`config.mk`:
```
export PLATFORM = sky130hd
export DESIGN_NAME = spi_reg_write_controller
export DESIGN_NICKNAME = d
export VERILOG_FILES = /design/src/rtl/spi_reg_write_controller.sv
export SDC_FILE = /design/constraint.sdc
export NUM_CORES = 1
export LEC_CHECK = 0
export CAP_MARGIN = 40
export CORE_ASPECT_RATIO = 1.4
export CORE_MARGIN = 1.5
export CORE_UTILIZATION = 55
export CTS_BUF_LIST = sky130_fd_sc_hd__clkbuf_4 sky130_fd_sc_hd__clkbuf_8
export DETAILED_ROUTE_END_ITERATION = 10
export PLACE_DENSITY_LB_ADDON = 0.1
export SLEW_MARGIN = 25
export SYNTH_ARGS = -nofsm -noshare
export SYNTH_HDL_FRONTEND = slang
export SYNTH_SLANG_ARGS = --single-unit
```
`constraint.sdc`:
```
create_clock -name clk -period 2.35 [get_ports clk]
set_input_delay 0.235 -clock clk [delete_from_list [all_inputs] [get_ports clk]]
set_output_delay 0.235 -clock clk [all_outputs]
set_load 0.05 [all_outputs]
```
`src/rtl/spi_reg_write_controller.sv`:
```
// SPI mode-0 initiator that serialises one {R/W, addr[6:0], data[7:0]} register frame per request, MSB first.
// Latency: accept cycle to done pulse = 1 + CS_SETUP + 32*CLK_DIV + CS_HOLD clk cycles; all outputs registered.
// Backpressure: req_ready is high only in IDLE, so a held req_valid waits until the previous frame's GAP ends.
//
// Ports: clk/rst_n (async active-low); req_valid/req_ready/req_addr/req_data request handshake;
//        busy (frame in progress), done (1-cycle completion pulse); sclk/copi/ncs SPI pins.
// Optional macro SPI_CTRL_READBACK_EN adds req_write, cipo and rsp_data for read frames.
module spi_reg_write_controller #(
    parameter int CLK_DIV  = 4,
    parameter int CS_SETUP = 2,
    parameter int CS_HOLD  = 2
) (
    input  logic       clk,
    input  logic       rst_n,
    input  logic       req_valid,
    output logic       req_ready,
    input  logic [6:0] req_addr,
    input  logic [7:0] req_data,
`ifdef SPI_CTRL_READBACK_EN
    input  logic       req_write,
    input  logic       cipo,
    output logic [7:0] rsp_data,
`endif
    output logic       busy,
    output logic       done,
    output logic       sclk,
    output logic       copi,
    output logic       ncs
);

    // One shared phase counter: sized for the longest phase, reloaded with (length-1) on every phase entry.
    localparam int MAX_A  = (CLK_DIV > CS_SETUP) ? CLK_DIV : CS_SETUP;
    localparam int MAX_LD = (MAX_A > CS_HOLD) ? MAX_A : CS_HOLD;
    localparam int CW     = (MAX_LD > 1) ? $clog2(MAX_LD) : 1;

    localparam logic [CW-1:0] DIV_LD   = CW'(CLK_DIV - 1);
    localparam logic [CW-1:0] SETUP_LD = CW'(CS_SETUP - 1);
    localparam logic [CW-1:0] HOLD_LD  = CW'(CS_HOLD - 1);

    typedef enum logic [2:0] {IDLE, SETUP, SHIFT, HOLD, GAP} state_t;

    state_t        state, state_nxt;
    logic [CW-1:0] cnt, cnt_nxt;
    logic [3:0]    bit_idx, bit_idx_nxt;
    logic          phase_hi, phase_hi_nxt;
    logic [15:0]   shreg, shreg_nxt;
    logic          req_ready_nxt, busy_nxt, done_nxt, sclk_nxt, copi_nxt, ncs_nxt;
    logic          frame_wr;
    logic          accept;
    logic          cnt_zero;

`ifdef SPI_CTRL_READBACK_EN
    logic       rd_frame;
    logic [7:0] rx_sh;
    assign frame_wr = req_write;
`else
    assign frame_wr = 1'b1;
`endif

    assign accept   = req_valid && req_ready;
    assign cnt_zero = (cnt == '0);

    // State and datapath registers; pins get the pre-decoded *_nxt values so every output is a flop.
    always_ff @(posedge clk or negedge rst_n) begin
        if (!rst_n) begin
            state     <= IDLE;
            cnt       <= '0;
            bit_idx   <= '0;
            phase_hi  <= 1'b0;
            shreg     <= '0;
            req_ready <= 1'b1;
            busy      <= 1'b0;
            done      <= 1'b0;
            sclk      <= 1'b0;
            copi      <= 1'b0;
            ncs       <= 1'b1;
`ifdef SPI_CTRL_READBACK_EN
            rd_frame  <= 1'b0;
            rx_sh     <= '0;
            rsp_data  <= '0;
`endif
        end else begin
            state     <= state_nxt;
            cnt       <= cnt_nxt;
            bit_idx   <= bit_idx_nxt;
            phase_hi  <= phase_hi_nxt;
            shreg     <= shreg_nxt;
            req_ready <= req_ready_nxt;
            busy      <= busy_nxt;
            done      <= done_nxt;
            sclk      <= sclk_nxt;
            copi      <= copi_nxt;
            ncs       <= ncs_nxt;
`ifdef SPI_CTRL_READBACK_EN
            if (accept) begin
                rd_frame <= !req_write;
            end
            // Sample on the clk edge that raises sclk, i.e. the end of the low phase of bits 7..0.
            if (state == SHIFT && !phase_hi && cnt_zero && !bit_idx[3]) begin
                rx_sh <= {rx_sh[6:0], cipo};
            end
            if (state == HOLD && cnt_zero && rd_frame) begin
                rsp_data <= rx_sh;
            end
`endif
        end
    end

    // Next-state and phase sequencing.
    always_comb begin
        state_nxt    = state;
        cnt_nxt      = cnt;
        bit_idx_nxt  = bit_idx;
        phase_hi_nxt = phase_hi;
        shreg_nxt    = shreg;
        case (state)
            IDLE: begin
                if (accept) begin
                    state_nxt = SETUP;
                    cnt_nxt   = SETUP_LD;
                    shreg_nxt = {frame_wr, req_addr, req_data};
                end
            end
            SETUP: begin
                if (cnt_zero) begin
                    state_nxt    = SHIFT;
                    cnt_nxt      = DIV_LD;
                    phase_hi_nxt = 1'b0;
                    bit_idx_nxt  = 4'd15;
                end else begin
                    cnt_nxt = cnt - CW'(1);
                end
            end
            SHIFT: begin
                if (!cnt_zero) begin
                    cnt_nxt = cnt - CW'(1);
                end else if (!phase_hi) begin
                    phase_hi_nxt = 1'b1;
                    cnt_nxt      = DIV_LD;
                end else if (bit_idx == 4'd0) begin
                    // Bit 0 stays on copi through HOLD, so no final shift.
                    state_nxt    = HOLD;
                    phase_hi_nxt = 1'b0;
                    cnt_nxt      = HOLD_LD;
                end else begin
                    // Falling edge: the only point where copi advances.
                    phase_hi_nxt = 1'b0;
                    bit_idx_nxt  = bit_idx - 4'd1;
                    shreg_nxt    = {shreg[14:0], 1'b0};
                    cnt_nxt      = DIV_LD;
                end
            end
            HOLD: begin
                if (cnt_zero) begin
                    state_nxt = GAP;
                    cnt_nxt   = DIV_LD;
                end else begin
                    cnt_nxt = cnt - CW'(1);
                end
            end
            GAP: begin
                if (cnt_zero) begin
                    state_nxt = IDLE;
                end else begin
                    cnt_nxt = cnt - CW'(1);
                end
            end
            default: state_nxt = IDLE;
        endcase
    end

    // Output decode from the next state, registered above.
    always_comb begin
        req_ready_nxt = (state_nxt == IDLE);
        busy_nxt      = (state_nxt != IDLE);
        done_nxt      = (state == HOLD) && (state_nxt == GAP);
        sclk_nxt      = (state_nxt == SHIFT) && phase_hi_nxt;
        ncs_nxt       = 1'b1;
        copi_nxt      = 1'b0;
        if (state_nxt == SETUP || state_nxt == SHIFT || state_nxt == HOLD) begin
            ncs_nxt  = 1'b0;
            copi_nxt = shreg_nxt[15];
        end
    end

endmodule

```
After elaboration in Yosys (flattened, before gate mapping)
Index checks and enable logic that the tools add are counted.
{ "op_classes": {"n_mul": 0, "bitwise_logic": 0, "n_reduce_logical": 17, "div": 0, "shift": 0, "muxes": 31, "magnitude_cmp": 0, "n_eq_ne": 14, "addsub": 2} }
{ "op_table": {"columns": ["op", "n"], "rows": [
  ["16-bit two-way mux", 4],
  ["16-bit one-hot mux with 2 select lines", 1],
  ["3-bit two-way mux", 7],
  ["4-bit two-way mux", 4],
  ["3-bit one-hot mux with 5 select lines", 1],
  ["3-bit by 2-bit == test with 1-bit output, second input constant", 4],
  ["2-bit two-way mux", 6],
  ["2-bit inequality test, second input constant", 6],
  ["5-bit AND reduction", 2],
  ["2-bit one-hot mux with 4 select lines", 1],
  ["4-bit one-hot mux with 2 select lines", 1],
  ["3-bit by 1-bit == test with 1-bit output, second input constant", 2],
  ["3-bit == test, second input constant", 2],
  ["3-bit zero test", 2],
  ["1-bit two-way mux", 5],
  ["4-bit zero test", 1],
  ["2-bit nonzero test", 2],
  ["4-bit nonzero test", 1],
  ["4-bit by 1-bit subtractor with 4-bit output, second input constant", 1],
  ["1-bit logical AND", 3],
  ["3-bit AND reduction", 1],
  ["3-bit nonzero test", 1],
  ["2-bit zero test", 1],
  ["1-bit logical OR", 2],
  ["other kinds (3)", 3]
]} }
{ "word_totals": {"ram_bits": 0, "latch_bits": 0, "reg_bits": 32, "rom_bits": 0, "n_memories": 0, "input_bits": 18} }

Logic depth before layout (Yosys ltp)
Gate-level depths: netlist of run 1.
{ "logic_depth": {"depth_word": 9, "depth_mapped": 8, "mapped_depth_nobuf": 8} }

Worst setup path before layout of run 1
OpenSTA, ideal clock, no wires.
{ "synth_path": {"path_kind": "register -> register", "startpoint": "register req_ready", "endpoint": "register shreg[10]", "n_path_buf": 2, "required_ns": 2.232, "path_stages_with_launch": 7, "slack_ns": 0.615, "period_less_slack_ns": 1.735, "setup_ns": 0.118, "t_arrival_ns": 1.617, "cell_sequence": "dfstp_2 and2_0 and2_1 buf_2 o21ai_1 buf_2 a21o_1"} }
{ "synth_via": {"elab_chain_len": 3} }
{ "synth_rtl": {"columns": ["element", "line", "text"], "rows": [
  ["from (decl)", "16", "output logic req_ready,"],
  ["from (signal assigned)", "88", "req_ready <= req_ready_nxt;"],
  ["1-bit logical AND", "60", "assign accept = req_valid && req_ready;"],
  ["2-bit inequality test (no line)", null, null],
  ["5-bit AND reduction (no line)", null, null],
  ["to (signal assigned)", "87", "shreg <= shreg_nxt;"],
  ["to (decl)", "46", "logic [15:0] shreg, shreg_nxt;"]
]} }
Every way passes these cells.
A chain may end at the register's enable or synchronous reset.

Worst setup path in the final report of run 1
{ "layout_path": {"startpoint": "register req_ready", "endpoint": "output req_ready"} }
No word-level cell between the ends.

==> results.yml, run 1 <==
run_status:
  status: "complete, no violations"
clocking:
  cts_tree: "built"
  cts_hold_buffers: 0
  clk_latency_ns: 0.34
  clkTransAtPathRegs_ns: 0.10
  post_cts_buffers: 0
  numCtsBuffers: 5
  clkSinkCount: 32
  cts_root_buffer: "clkbuf_4"
  htree_num_levels: 2
  ctsResizeCount: 0
  clockBufferDepth: 2
placed_design:
  dp_hpwl_um: 2200
  gp_congestion: 0.830
  placed_cell_area_mm2: 0.00183
  dpl.cell_count: 201
  portBuffers: 23
grt:
  grt_pass1_vias: 1284
  grt_max_degree: 33
  gr-total-overflow: 0
  track_usage_pct: 23.4
  antenna_found_initial: 0
  grt_pass1_wl_um: 5090
synth:
  syn_area_mm2: 0.00155
  synth_edf_count: 0
  synth_area_leader_cell: "dfrtp_1"
  netlist_instances: 144
  synthArstFlopShare_pct: 100
  synth_common_cells: "dfrtp_1, a21o_1, a22o_1"
  ys_warn_count: 0
  yosysTopAreaCellShare_pct: 48.3
  seq_area_frac_synth_pct: 51.7
  synth_most_common_cell: "dfrtp_1"
  syn-num-nets: 165
  netlist_top_cells_area: "dfrtp_1, a22o_1, a21o_1"
  ys_ff_latch: 32
  yosys.cell_types.count: 41
  synth-main-ff-cell: "dfrtp_1"
  synth_area_per_cell_um2: 10.8
timing:
  layout_min_cycle_time_ns: 1.91
  rsz0062_at_grt: "false"
  slew_violations: 0
  setup-violations-final: 0
  fmaxAchievable_mhz: 525
  worst_slew_pin_slew_ns: 0.567
  clock_skew_ns: 0.0103
  hold_viol_final: 0
  setup-tns-final_ns: 0
  slew-limit-headroom_pct: 62.2
  period_share_pct: 81.1
pwr:
  vdd_ir_drop_max_mv: 0.420
  power_density_mw_per_mm2: 506
  power_mw: 0.964
  leakage_nw: 0.972
critical_path:
  critical_path_arrival_ns: 1.67
  path_cells: "clkdlybuf4s50_1"
  cpPeakStageDelay_ns: 0.79
  endpoint_kind: "output pin"
  crit_start: "req_ready$_DFF_PN1_"
  required_ns: 2.12
  reg2regPathDepth: 7
  start_kind: "register"
  cp_num_buf_inv: 1
  timing.rr.start: "bit_idx[0]$_DFFE_PN0P_"
  ff2ff_setup_slack_ns: 0.46
  slowest_stage: "clkdlybuf4s50_1"
  crit_path_max_fanout: 2
  path_delay_family: "buffers and inverters"
  crit_type: "register to output pin"
  reg2reg_to: "bit_idx[2]$_DFFE_PN0P_"
final_layout:
  final_area_mm2: 0.00190
  area_growth_pct: 22.5
  final_core_util_pct: 72.1
  final_layout_size_suffix_gt1_share_pct: 13.3
  n_antenna_cell: 0
  stdcell_count: 209
  nets: 193
flow_run:
  cap_violations: 0
routing:
  via_count: 1206
  wl_per_cell_um: 14.4
  routed_wl_um: 3020
  dr.pass1.iters: 4
  drc: 0
  vias_per_cell: 5.77
  drt_iter0_drc: 37
  antenna_left: 0
floorplanning:
  placementRows: 22
  start_util_pct: 58.8
  dieArea_mm2: 0.00316
  dieHeight_um: 65.9
  io_pins: 24
  core_mm2: 0.00264
  die_width_um: 47.9
min_path:
  hold_class: "input pin to async pin"
==> sequential cells by signal (all words and copies together) (netlist names), 2 cells and up <==
register	cells
shreg	16
cnt	2
bit_idx	4
state	3
==> cells by family after synthesis <==
group                      synth area share, %
buffers and inverters                     5.39
xor gates and xnor gates                 0.564
adders and majority gates                 2.42
and+or+nand+nor                           14.6
AOI/OAI and AO/OA                         25.4
DFF                                       51.7
==> metrics by stage <==
stage	setup WS [ns]	hold slack, ns
floorplan	0.615	-0.0606
global placement	0.317	0.445
detailed placement	0.488	0.450
CTS	0.420	0.277
global route	0.306	0.318
finish	0.444	0.285
==> layout make-up <==
cell class	instances	area (µm²)
repair buffers	30	283
well taps	36	45.0
flip-flops and latches	32	803
multi-input cells	94	667
inverters	9	33.8
fillers	215	738
clock buffers	8	72.6
==> worst max path at each step <==
stage	to	slack, ns	cells after the start
2_1_floorplan	shreg[10]$_DFFE_PN0P_	0.61	6
3_3_place_gp	shreg[0]$_DFFE_PN0P_	0.32	5
3_5_place_dp	bit_idx[2]$_DFFE_PN0P_	0.49	7
4_1_cts	req_ready	0.42	1
5_1_grt	sclk$_DFF_PN0_	0.31	8
6_report	req_ready	0.44	1
==> layout by cell type (no fill, tap or decap), types with 5 or more instances in the layout <==
cell type,synthesis,layout
a21o_1,15,15
clkbuf_4,0,6
a22o_1,15,15
nand2_1,6,6
dfrtp_1,30,30
buf_4,1,7
nand3_1,5,5
nor2_1,6,6
clkdlybuf4s50_1,0,23
inv_1,9,9
==> layer usage <==
metal | track usage [%] | vias up | share of wire, % | wire length (µm)
li1 | - | 582 | - | -
met2 | 41.0 | 24 | 54 | 1620
met1 | 22.4 | 591 | 40 | 1200
met4 | 13.5 | 0 | 2.7 | 82
met3 | 6.83 | 9 | 3.7 | 111
met5 | 0 | - | 0 | 0
==> where the power goes <==
| part | total [mW] | switching, mW | internal, mW | leakage, nW |
|---|---|---|---|---|
| combinational | 0.0394 | 0.0139 | 0.0255 | 0.521 |
| clock | 0.374 | 0.187 | 0.187 | 0.0420 |
| sequential | 0.550 | 0 | 0.550 | 0.409 |
| total | 0.964 | 0.201 | 0.763 | 0.972 |
Note: power is estimated with default switching activity, not from simulation.
==> run 2: changes to the inputs <==
- clock period: 2.35 -> 2 ns (I/O delays scaled with it)
==> run 2 against run 1 <==
- clock-buffer cell count decreased by 2
- first-iteration DRC count down 8.1%
- largest cell class unchanged
- sequential share of layout area fell by 0.95 points
- setup slack lost 0.31 ns
- power grew 23%
- flip-flop and latch count stayed put
- final area is 2.3% higher
- final cell count grew 1.9%
- critical endpoint unchanged
==> results.yml, run 2 (same netlist as run 1, synthesis figures left out) <==
grt:
  track_usage_pct: 23.7
  grt_pass1_wl_um: 5220
  antenna_found_initial: 0
  gr-total-overflow: 0
  grt_max_degree: 33
  grt_pass1_vias: 1225
routing:
  drc: 0
  wl_per_cell_um: 14.7
  routed_wl_um: 3130
  via_count: 1232
  antenna_left: 0
  drt_iter0_drc: 34
  vias_per_cell: 5.78
  dr.pass1.iters: 4
clocking:
  clockBufferDepth: 2
  cts_root_buffer: "clkbuf_4"
  clkTransAtPathRegs_ns: 0.10
  numCtsBuffers: 5
  clkSinkCount: 32
  post_cts_buffers: 0
  cts_hold_buffers: 0
  htree_num_levels: 2
  ctsResizeCount: 0
  clk_latency_ns: 0.34
  cts_tree: "built"
final_layout:
  multi_input_area_um2: 673
  layout_common_cells: "dfrtp_1, clkdlybuf4s50_1, a22o_1, a21o_1, buf_4"
  largest_registers: "shreg: 16 flops, bit_idx: 4 flops, state: 3 flops"
  largest_reg_flops: 16
  nFillCells: 207
  regMostFlops: "shreg"
  stdcell_count: 213
  regArea_um2: 803
  area_growth_pct: 25.4
  nets: 197
  final_core_util_pct: 73.7
  final_common_cell: "dfrtp_1"
  n_antenna_cell: 0
  final_layout_size_suffix_gt1_share_pct: 15.8
pwr:
  vdd_ir_drop_max_mv: 0.583
  leakage_nw: 0.997
  power_density_mw_per_mm2: 611
  power_mw: 1.19
timing:
  period_share_pct: 93.4
  layout_min_cycle_time_ns: 1.87
  setup-violations-final: 0
  hold_viol_final: 0
  slew_violations: 0
  clock_skew_ns: 0.00693
  worst_slew_pin_slew_ns: 0.499
  rsz0062_at_grt: "false"
  fmaxAchievable_mhz: 535
  slew-limit-headroom_pct: 66.7
floorplanning:
  dieArea_mm2: 0.00316
  io_pins: 24
  placementRows: 22
  dieHeight_um: 65.9
  core_mm2: 0.00264
  die_width_um: 47.9
  start_util_pct: 58.8
critical_path:
  ff2ff_setup_slack_ns: 0.13
  endpoint_kind: "output pin"
  required_ns: 1.80
  reg2regPathDepth: 8
  path_cells: "clkdlybuf4s50_1"
  reg2reg_to: "shreg[8]$_DFFE_PN0P_"
  cp_num_buf_inv: 1
  crit_type: "register to output pin"
  cpPeakStageDelay_ns: 0.79
  critical_path_arrival_ns: 1.67
  crit_path_max_fanout: 2
  start_kind: "register"
  timing.rr.start: "bit_idx[0]$_DFFE_PN0P_"
  path_delay_family: "buffers and inverters"
  slowest_stage: "clkdlybuf4s50_1"
placed_design:
  gp_congestion: 0.943
  dpl.cell_count: 205
  portBuffers: 23
  dp_hpwl_um: 2360
min_path:
  hold_class: "input pin to async pin"
flow_run:
  cap_violations: 0
run_status:
  status: "complete, no violations"
run 2: cell types whose count changed in the layout (fill, tap and decap cells not counted), sizes merged:
cell    delta
clkinv     +1
buf        +4
clkbuf     -2
bufinv     +1
run 2: area by class of cell:
type | count | area share [%]
sequential | 32 | 41.2
multi-input combinational | 94 | 34.6
clock inverter | 2 | 1.80
inverter | 9 | 1.73
timing repair buffer | 34 | 16.1
clock buffer | 6 | 2.31
tap | 36 | 2.31
run 2: worst max path at each step:
stage	start	end	slack (ns)	cells after the start
after floorplan	req_ready$_DFF_PN1_	shreg[10]$_DFFE_PN0P_	0.26	6
after global placement	req_valid	shreg[0]$_DFFE_PN0P_	-0.009	5
after detailed placement	bit_idx[0]$_DFFE_PN0P_	bit_idx[2]$_DFFE_PN0P_	0.11	7
after CTS	bit_idx[0]$_DFFE_PN0P_	bit_idx[2]$_DFFE_PN0P_	0.09	7
after global routing	bit_idx[0]$_DFFE_PN0P_	shreg[8]$_DFFE_PN0P_	0.06	8
final	req_ready$_DFF_PN1_	req_ready	0.13	1
run 2: power by group:
group	total [mW]	leakage, nW	internal [mW]	switching (mW)
Clock	0.497	0.0456	0.275	0.222
Sequential	0.647	0.409	0.647	0
Combinational	0.0467	0.542	0.0300	0.0167
Total	1.19	0.997	0.952	0.238
run 2: metal layers:
metal	up-vias	routed length [µm]	part of all wire, %	global-route usage [%]
met4	0	91	2.9	11.5
li1	592	-	-	-
met5	-	0	0	0
met3	11	117	3.7	7.65
met1	605	1240	40	25.6
met2	24	1680	54	39.5
run 2: per-stage QoR:
step / area (µm²) / hold WS [ns] / TNS [ns] / worst slack (ns)
CTS: 1940 / 0.248 / 0 / 0.0893
floorplan: 1550 / -0.0956 / 0 / 0.265
finish: 1950 / 0.246 / 0 / 0.132
detailed placement: 1860 / 0.449 / 0 / 0.112
global route: 1950 / 0.273 / 0 / 0.0633
global placement: 1850 / 0.446 / -0.00991 / -0.00886
